<file path="config.mk">
export PLATFORM = sky130hd
export DESIGN_NAME = instr_fetch_ctrl_flat
export DESIGN_NICKNAME = d
export VERILOG_FILES = /design/src/rtl/instr_fetch_ctrl_if.sv /design/src/rtl/instr_fetch_ctrl.sv /design/src/flat_wrapper.sv
export SDC_FILE = /design/constraint.sdc
export NUM_CORES = 1
export LEC_CHECK = 0
export ABC_CLOCK_PERIOD_IN_PS = 3500
export CORE_MARGIN = 1.5
export CORE_UTILIZATION = 45
export DETAILED_ROUTE_END_ITERATION = 7
export GPL_TIMING_DRIVEN = 0
export MAX_ROUTING_LAYER = met4
export PLACE_DENSITY_LB_ADDON = 0.25
export SLEW_MARGIN = 20
export SYNTH_ARGS = -nofsm -noshare
export SYNTH_HDL_FRONTEND = slang
export SYNTH_SLANG_ARGS = --single-unit
export TNS_END_PERCENT = 10
</file>
<file path="constraint.sdc">
create_clock -name clk -period 3.5 [get_ports clk]
set_input_delay 0.7 -clock clk [delete_from_list [all_inputs] [get_ports clk]]
set_output_delay 0.7 -clock clk [all_outputs]
set_load 0.01 [all_outputs]
</file>
<file path="src/rtl/instr_fetch_ctrl_if.sv">
// Bus between the fetch controller and its environment: instruction
// memory port, branch redirect, and the valid/ready stream to decode.
interface instr_fetch_ctrl_if #(
  parameter int ADDR_W  = 8,
  parameter int INSTR_W = 16
);
  logic               start;
  logic [ADDR_W-1:0]  imem_addr;
  logic [INSTR_W-1:0] imem_data;
  logic               redirect_valid;
  logic [ADDR_W-1:0]  redirect_pc;
  logic               instr_valid;
  logic               instr_ready;
  logic [INSTR_W-1:0] instr;
  logic [ADDR_W-1:0]  instr_pc;
  logic               halted;

  // Fetch controller side
  modport master (
    input  start, imem_data, redirect_valid, redirect_pc, instr_ready,
    output imem_addr, instr_valid, instr, instr_pc, halted
  );

  // Environment side (memory, branch unit, decode)
  modport slave (
    output start, imem_data, redirect_valid, redirect_pc, instr_ready,
    input  imem_addr, instr_valid, instr, instr_pc, halted
  );
endinterface

</file>
<file path="src/rtl/instr_fetch_ctrl.sv">
// Instruction fetch sequencer: owns the PC, issues reads to a 1-cycle
// registered instruction memory, buffers returned words in a 2-entry FIFO
// towards decode, and handles branch redirects and the HALT word.
module instr_fetch_ctrl #(
  parameter int                  ADDR_W    = 8,
  parameter int                  INSTR_W   = 16,
  parameter logic [ADDR_W-1:0]   RESET_PC  = {ADDR_W{1'b0}},
  parameter logic [INSTR_W-1:0]  HALT_WORD = {INSTR_W{1'b0}}
) (
  input  logic                 clk,
  input  logic                 reset_n,
  instr_fetch_ctrl_if.master   bus
);

  localparam logic [ADDR_W-1:0] PC_STEP = ADDR_W'(INSTR_W / 8);
  localparam logic [ADDR_W-1:0] PC_ALIGN_MASK = {{(ADDR_W-1){1'b1}}, 1'b0};

  typedef enum logic [1:0] {
    ST_IDLE   = 2'd0,
    ST_RUN    = 2'd1,
    ST_HALTED = 2'd2
  } state_t;

  state_t             state_r;
  logic [ADDR_W-1:0]  fetch_pc_r;
  logic [ADDR_W-1:0]  tag_pc_r;
  logic               inflight_r;
  logic               halted_r;
  logic [1:0]         count_r;
  logic [INSTR_W-1:0] data0_r;
  logic [INSTR_W-1:0] data1_r;
  logic [ADDR_W-1:0]  pc0_r;
  logic [ADDR_W-1:0]  pc1_r;

  logic               valid_s;
  logic               pop_s;
  logic               halt_pop_s;
  logic               issue_s;
  logic [2:0]         occupancy_s;
  logic [1:0]         wr_slot_s;
  logic [1:0]         count_nxt_s;
  logic [INSTR_W-1:0] data0_nxt_s;
  logic [INSTR_W-1:0] data1_nxt_s;
  logic [ADDR_W-1:0]  pc0_nxt_s;
  logic [ADDR_W-1:0]  pc1_nxt_s;

  // Handshake decode: a redirect hides the head and blocks both pop and issue.
  always_comb begin
    valid_s     = (count_r != 2'd0) && !bus.redirect_valid;
    pop_s       = valid_s && bus.instr_ready;
    halt_pop_s  = pop_s && (data0_r == HALT_WORD);
    occupancy_s = {1'b0, count_r} + {2'b00, inflight_r} - {2'b00, pop_s};
    issue_s     = (state_r == ST_RUN) && !bus.redirect_valid && (occupancy_s < 3'd2);
  end

  // Shift-style FIFO next state: pop moves slot1 to slot0, push lands behind the survivors.
  always_comb begin
    data0_nxt_s = data0_r;
    data1_nxt_s = data1_r;
    pc0_nxt_s   = pc0_r;
    pc1_nxt_s   = pc1_r;
    wr_slot_s   = count_r - {1'b0, pop_s};
    count_nxt_s = count_r - {1'b0, pop_s} + {1'b0, inflight_r};
    if (pop_s) begin
      data0_nxt_s = data1_r;
      pc0_nxt_s   = pc1_r;
    end else begin
      data0_nxt_s = data0_r;
      pc0_nxt_s   = pc0_r;
    end
    if (inflight_r) begin
      if (wr_slot_s == 2'd0) begin
        data0_nxt_s = bus.imem_data;
        pc0_nxt_s   = tag_pc_r;
      end else begin
        data1_nxt_s = bus.imem_data;
        pc1_nxt_s   = tag_pc_r;
      end
    end else begin
      count_nxt_s = count_r - {1'b0, pop_s};
    end
  end

  // Fetch FSM, PC, in-flight tracking and FIFO storage.
  always_ff @(posedge clk or negedge reset_n) begin
    if (!reset_n) begin
      state_r    <= ST_IDLE;
      fetch_pc_r <= RESET_PC;
      tag_pc_r   <= {ADDR_W{1'b0}};
      inflight_r <= 1'b0;
      halted_r   <= 1'b0;
      count_r    <= 2'd0;
      data0_r    <= {INSTR_W{1'b0}};
      data1_r    <= {INSTR_W{1'b0}};
      pc0_r      <= {ADDR_W{1'b0}};
      pc1_r      <= {ADDR_W{1'b0}};
    end else if (bus.redirect_valid) begin
      // Flush: buffered words and the returning read are dropped.
      state_r    <= ST_RUN;
      fetch_pc_r <= bus.redirect_pc & PC_ALIGN_MASK;
      inflight_r <= 1'b0;
      halted_r   <= 1'b0;
      count_r    <= 2'd0;
    end else if (halt_pop_s) begin
      // HALT word delivered; everything behind it is discarded.
      state_r    <= ST_HALTED;
      inflight_r <= 1'b0;
      halted_r   <= 1'b1;
      count_r    <= 2'd0;
      if (issue_s) begin
        fetch_pc_r <= fetch_pc_r + PC_STEP;
      end else begin
        fetch_pc_r <= fetch_pc_r;
      end
    end else begin
      case (state_r)
        ST_IDLE:   state_r <= bus.start ? ST_RUN : ST_IDLE;
        ST_RUN:    state_r <= ST_RUN;
        ST_HALTED: state_r <= ST_HALTED;
        default:   state_r <= ST_IDLE;
      endcase
      count_r <= count_nxt_s;
      data0_r <= data0_nxt_s;
      data1_r <= data1_nxt_s;
      pc0_r   <= pc0_nxt_s;
      pc1_r   <= pc1_nxt_s;
      if (issue_s) begin
        inflight_r <= 1'b1;
        tag_pc_r   <= fetch_pc_r;
        fetch_pc_r <= fetch_pc_r + PC_STEP;
      end else begin
        inflight_r <= 1'b0;
      end
    end
  end

  assign bus.imem_addr   = fetch_pc_r;
  assign bus.instr_valid = valid_s;
  assign bus.instr       = data0_r;
  assign bus.instr_pc    = pc0_r;
  assign bus.halted      = halted_r;

endmodule

</file>
<file path="src/flat_wrapper.sv">
// flat-port wrapper written by rule: the top's interface ports become plain ports
module instr_fetch_ctrl_flat 
#(
  parameter int                  ADDR_W    = 8,
  parameter int                  INSTR_W   = 16,
  parameter logic [ADDR_W-1:0]   RESET_PC  = {ADDR_W{1'b0}},
  parameter logic [INSTR_W-1:0]  HALT_WORD = {INSTR_W{1'b0}}
)
  (clk, reset_n, bus_start, bus_imem_data, bus_redirect_valid, bus_redirect_pc, bus_instr_ready, bus_imem_addr, bus_instr_valid, bus_instr, bus_instr_pc, bus_halted);
  instr_fetch_ctrl_if #(.ADDR_W(ADDR_W), .INSTR_W(INSTR_W)) bus_i ();
  input  logic clk;
  input  logic reset_n;
  input wire logic [$bits(bus_i.start)-1:0] bus_start;
  input wire logic [$bits(bus_i.imem_data)-1:0] bus_imem_data;
  input wire logic [$bits(bus_i.redirect_valid)-1:0] bus_redirect_valid;
  input wire logic [$bits(bus_i.redirect_pc)-1:0] bus_redirect_pc;
  input wire logic [$bits(bus_i.instr_ready)-1:0] bus_instr_ready;
  output wire logic [$bits(bus_i.imem_addr)-1:0] bus_imem_addr;
  output wire logic [$bits(bus_i.instr_valid)-1:0] bus_instr_valid;
  output wire logic [$bits(bus_i.instr)-1:0] bus_instr;
  output wire logic [$bits(bus_i.instr_pc)-1:0] bus_instr_pc;
  output wire logic [$bits(bus_i.halted)-1:0] bus_halted;
  assign bus_i.start = bus_start;
  assign bus_i.imem_data = bus_imem_data;
  assign bus_i.redirect_valid = bus_redirect_valid;
  assign bus_i.redirect_pc = bus_redirect_pc;
  assign bus_i.instr_ready = bus_instr_ready;
  assign bus_imem_addr = bus_i.imem_addr;
  assign bus_instr_valid = bus_i.instr_valid;
  assign bus_instr = bus_i.instr;
  assign bus_instr_pc = bus_i.instr_pc;
  assign bus_halted = bus_i.halted;
  instr_fetch_ctrl #(.ADDR_W(ADDR_W), .INSTR_W(INSTR_W), .RESET_PC(RESET_PC), .HALT_WORD(HALT_WORD)) u_core (.clk(clk), .reset_n(reset_n), .bus(bus_i));
endmodule
</file>
==> impl_metrics.py <==
metrics = {
    "outcome": {
        "status": "finished clean",
    },
    "drt": {
        "routed_wl_mm": 6.61,
        "avgRoutedWirePerCell_um": 17.2,
        "vias": 2128,
        "first_iter_violations": 111,
        "first_pass_iters": 4,
        "antenna_left": 0,
        "drc": 0,
        "avgViaCountPerCell": 5.53,
    },
    "synth": {
        "ys_seq_area_share_pct": 53.6,
        "synth_edf_count": 0,
        "syn_nets": 261,
        "synth_compound_area_share_pct": 18.1,
        "async_reset_ff_share_pct": 100,
        "synth.avg_cell_area_um2": 13.8,
        "synth_seq_cells": 67,
        "synthFlopType": "dfrtp_1",
        "ys_types": 47,
        "yosysWarningCount": 0,
        "post_synth_xor_area_fraction_pct": 1.12,
        "synth_top_family_by_area": "compound AO/OA/AOI/OAI gates",
        "muxShareOfSynthArea_pct": 14.3,
        "synth-simple-area-share_pct": 6.45,
        "synth_cells": 227,
        "netlist_area_um2": 3130,
        "synthAdderAreaFrac_pct": 2.24,
    },
    "clocking": {
        "cts.sink_count": 67,
        "clk_pin_slew_ps": 70,
        "clock_latency_ps": 340,
        "cts_tree": "yes",
        "cts_made_buffers": 9,
        "cts_hold_buf": 0,
        "htreeDepth": 3,
        "cts-root-buf": "clkbuf_8",
        "clk_path_buf_depth": 2,
    },
    "placement": {
        "io_buffers": 60,
        "hpwl_mm": 4.58,
        "gp_congestion": 0.847,
        "place_area_um2": 3850,
    },
    "sta": {
        "finalHoldViolations": 0,
        "period_minus_slack_ps": 3380,
        "clock.fmax_mhz": 296,
        "clock_skew_ps": 9.04,
        "rsz0062_at_grt": "no",
        "report.final.slew_viol_count": 0,
        "finalSetupViolations": 0,
        "fin_crit_sh_pct": 96.6,
    },
    "setup_path": {
        "required_ps": 3720,
        "cpMaxStageDelayCell": "fa_1",
        "crit_chain": "clkdlybuf4s50_1 > buf_6 > o21ba_4 > and2_4 > ha_1 > nand2b_1 > fa_1 > nand4bb_1 > or2_1 > buf_2 > mux2_2 > a221o_1",
        "critPathLaunchType": "input pin",
        "path_class": "in2reg",
        "cp.arrival_ps": 3610,
        "critical_path.endpoint_type": "flop",
        "max_stage_delay_ps": 480,
        "cp_max_fo": 5,
    },
    "global_routing": {
        "grt_pass1_vias": 2157,
        "grt_max_degree": 52,
        "grt_pass1_wl_mm": 11.0,
        "grtUsageTotal_pct": 20.1,
        "gr-total-overflow": 0,
        "antenna_found_initial": 0,
    },
    "final_layout": {
        "final_util_pct": 60.3,
        "mostFrequentLayoutCells": "dfrtp_1, clkdlybuf4s50_1, a22oi_1, o2bb2ai_1, mux2_4",
        "design_area_um2": 4070,
        "layout_commonest_cell": "dfrtp_1",
        "multi_input_area_um2": 1330,
        "fin_nets": 334,
        "fillers": 551,
        "area_delta_synth_final_pct": 30.3,
        "drive_gt1_share_pct": 23.0,
        "register_area_um2": 1680,
        "n_antenna_cell": 0,
    },
    "floorplanning": {
        "num_io_pins": 63,
        "fp.coreArea_um2": 6760,
        "die_w_um": 86.3,
        "row_count": 30,
        "initial_utilization_pct": 46.3,
        "die_height_um": 86.3,
        "die_area_um2": 7450,
    },
    "power_and_ir_drop": {
        "powerDensity_nw_per_um2": 910,
        "p_leak_uw": 0.00177,
        "peakVddDrop_uv": 413,
    },
    "run": {
        "cap_violations": 0,
    },
    "worst_hold_path": {
        "hold_path_class": "in2async",
    },
}
==> metal layers <==
layer	global-route usage [%]	vias up	wire length [µm]
met1	27.0	1068	3080
met4	5.13	0	48
met5	-	-	0
met3	6.86	4	258
li1	-	1014	-
met2	29.3	42	3230
==> critical path: cells and delay by family <==
family / cells / cell delay, ps
buf+inv: 3 / 710
simple gates: 4 / 690
compound gates: 2 / 530
mux: 1 / 270
fa+ha+maj: 2 / 700
==> cells by family (layout without fill, tap and decap cells) <==
logic type / count (synthesis) / count (layout)
simple gates: 30 / 30
mux: 33 / 33
xor+xnor: 4 / 4
flops: 67 / 67
buf+inv: 20 / 98
other cells: 1 / 1
compound gates: 67 / 67
fa+ha+maj: 5 / 5
==> final timing paths <==
kind	startpoint	end	slack [ps]	cells past startpoint
worst min register to register	u_core.state_r[1]$_DFF_PN0_	u_core.state_r[0]$_DFF_PN0_	460	1
worst min-delay path	reset_n	u_core.data1_r[11]$_DFFE_PN0P_	220	1
min in group clk	u_core.state_r[1]$_DFF_PN0_	u_core.state_r[0]$_DFF_PN0_	460	1
worst max register to register	u_core.count_r[1]$_DFF_PN0_	u_core.bus.imem_addr[7]$_DFFE_PN0P_	500	10
max in group asynchronous	reset_n	u_core.bus.instr[15]$_DFFE_PN0P_	2760	2
worst max-delay path	bus_redirect_valid	u_core.bus.imem_addr[7]$_DFFE_PN0P_	120	12
==> cells in the mapped netlist, types with 2 or more instances <==
cell | n | share of area, %
nor2_1 | 4 | 0.48
ha_1 | 4 | 1.6
mux2_4 | 20 | 9.6
dfrtp_1 | 67 | 54
o21ai_0 | 5 | 0.80
nand3_1 | 3 | 0.48
nand2_1 | 4 | 0.48
nor3_1 | 2 | 0.32
nor3b_1 | 3 | 0.72
nor4_1 | 2 | 0.40
o2bb2ai_1 | 23 | 6.4
nor4_2 | 2 | 0.80
buf_12 | 2 | 1.3
and3_1 | 2 | 0.40
xnor2_1 | 2 | 0.56
mux2_2 | 12 | 4.3
inv_1 | 5 | 0.60
a22oi_1 | 23 | 5.5
clkbuf_1 | 2 | 0.24
buf_2 | 6 | 0.96
buf_1 | 2 | 0.24
xor2_1 | 2 | 0.56
a221o_1 | 5 | 1.6
and2_1 | 2 | 0.40
==> repair_timing <==
| action | 4_1_cts | 5_1_grt |
|---|---|---|
| gates resized for setup | 1 | 1 |
| endpoints found under the setup margin | 7 | 13 |
| setup buffers | 0 | 1 |
==> stage by stage <==
stage	hold slack [ps]	cells	total power, µW	setup TNS, ps	setup WS (ps)
final	225	385	3700	0	118
after global routing	213	385	3960	0	18.8
after CTS	217	384	3730	0	6.55
after detailed placement	458	368	3040	-4510	-385
after global placement	452	367	3010	-41190	-553
after floorplan	404	227	2420	0	295
==> state kept, by name (all words and copies together), names as in the netlist <==
signal / cells
u_core.bus.halted: 1
u_core.bus.imem_addr: 7
u_core.bus.instr: 16
u_core.bus.instr_pc: 8
u_core.count_r: 2
u_core.data1_r: 16
u_core.inflight_r: 1
u_core.pc1_r: 7
u_core.state_r: 2
u_core.tag_pc_r: 7
==> report_power, final <==
group | total, µW | internal (µW) | switching, µW
Combinational | 1610 | 954 | 660
Sequential | 1430 | 1130 | 302
Clock | 657 | 367 | 290
Total | 3700 | 2450 | 1250
==> final cells by class <==
| type | count | area share, % |
|---|---|---|
| plain buffers | 14 | 2.55 |
| clock buffers | 12 | 3.81 |
| clock inverters | 4 | 1.20 |
| inverters | 6 | 0.553 |
| multi-input cells | 140 | 32.7 |
| flip-flops and latches | 67 | 41.2 |
| well taps | 80 | 2.46 |
| repair buffers | 62 | 15.5 |
Power figures use the tool's default switching activity.
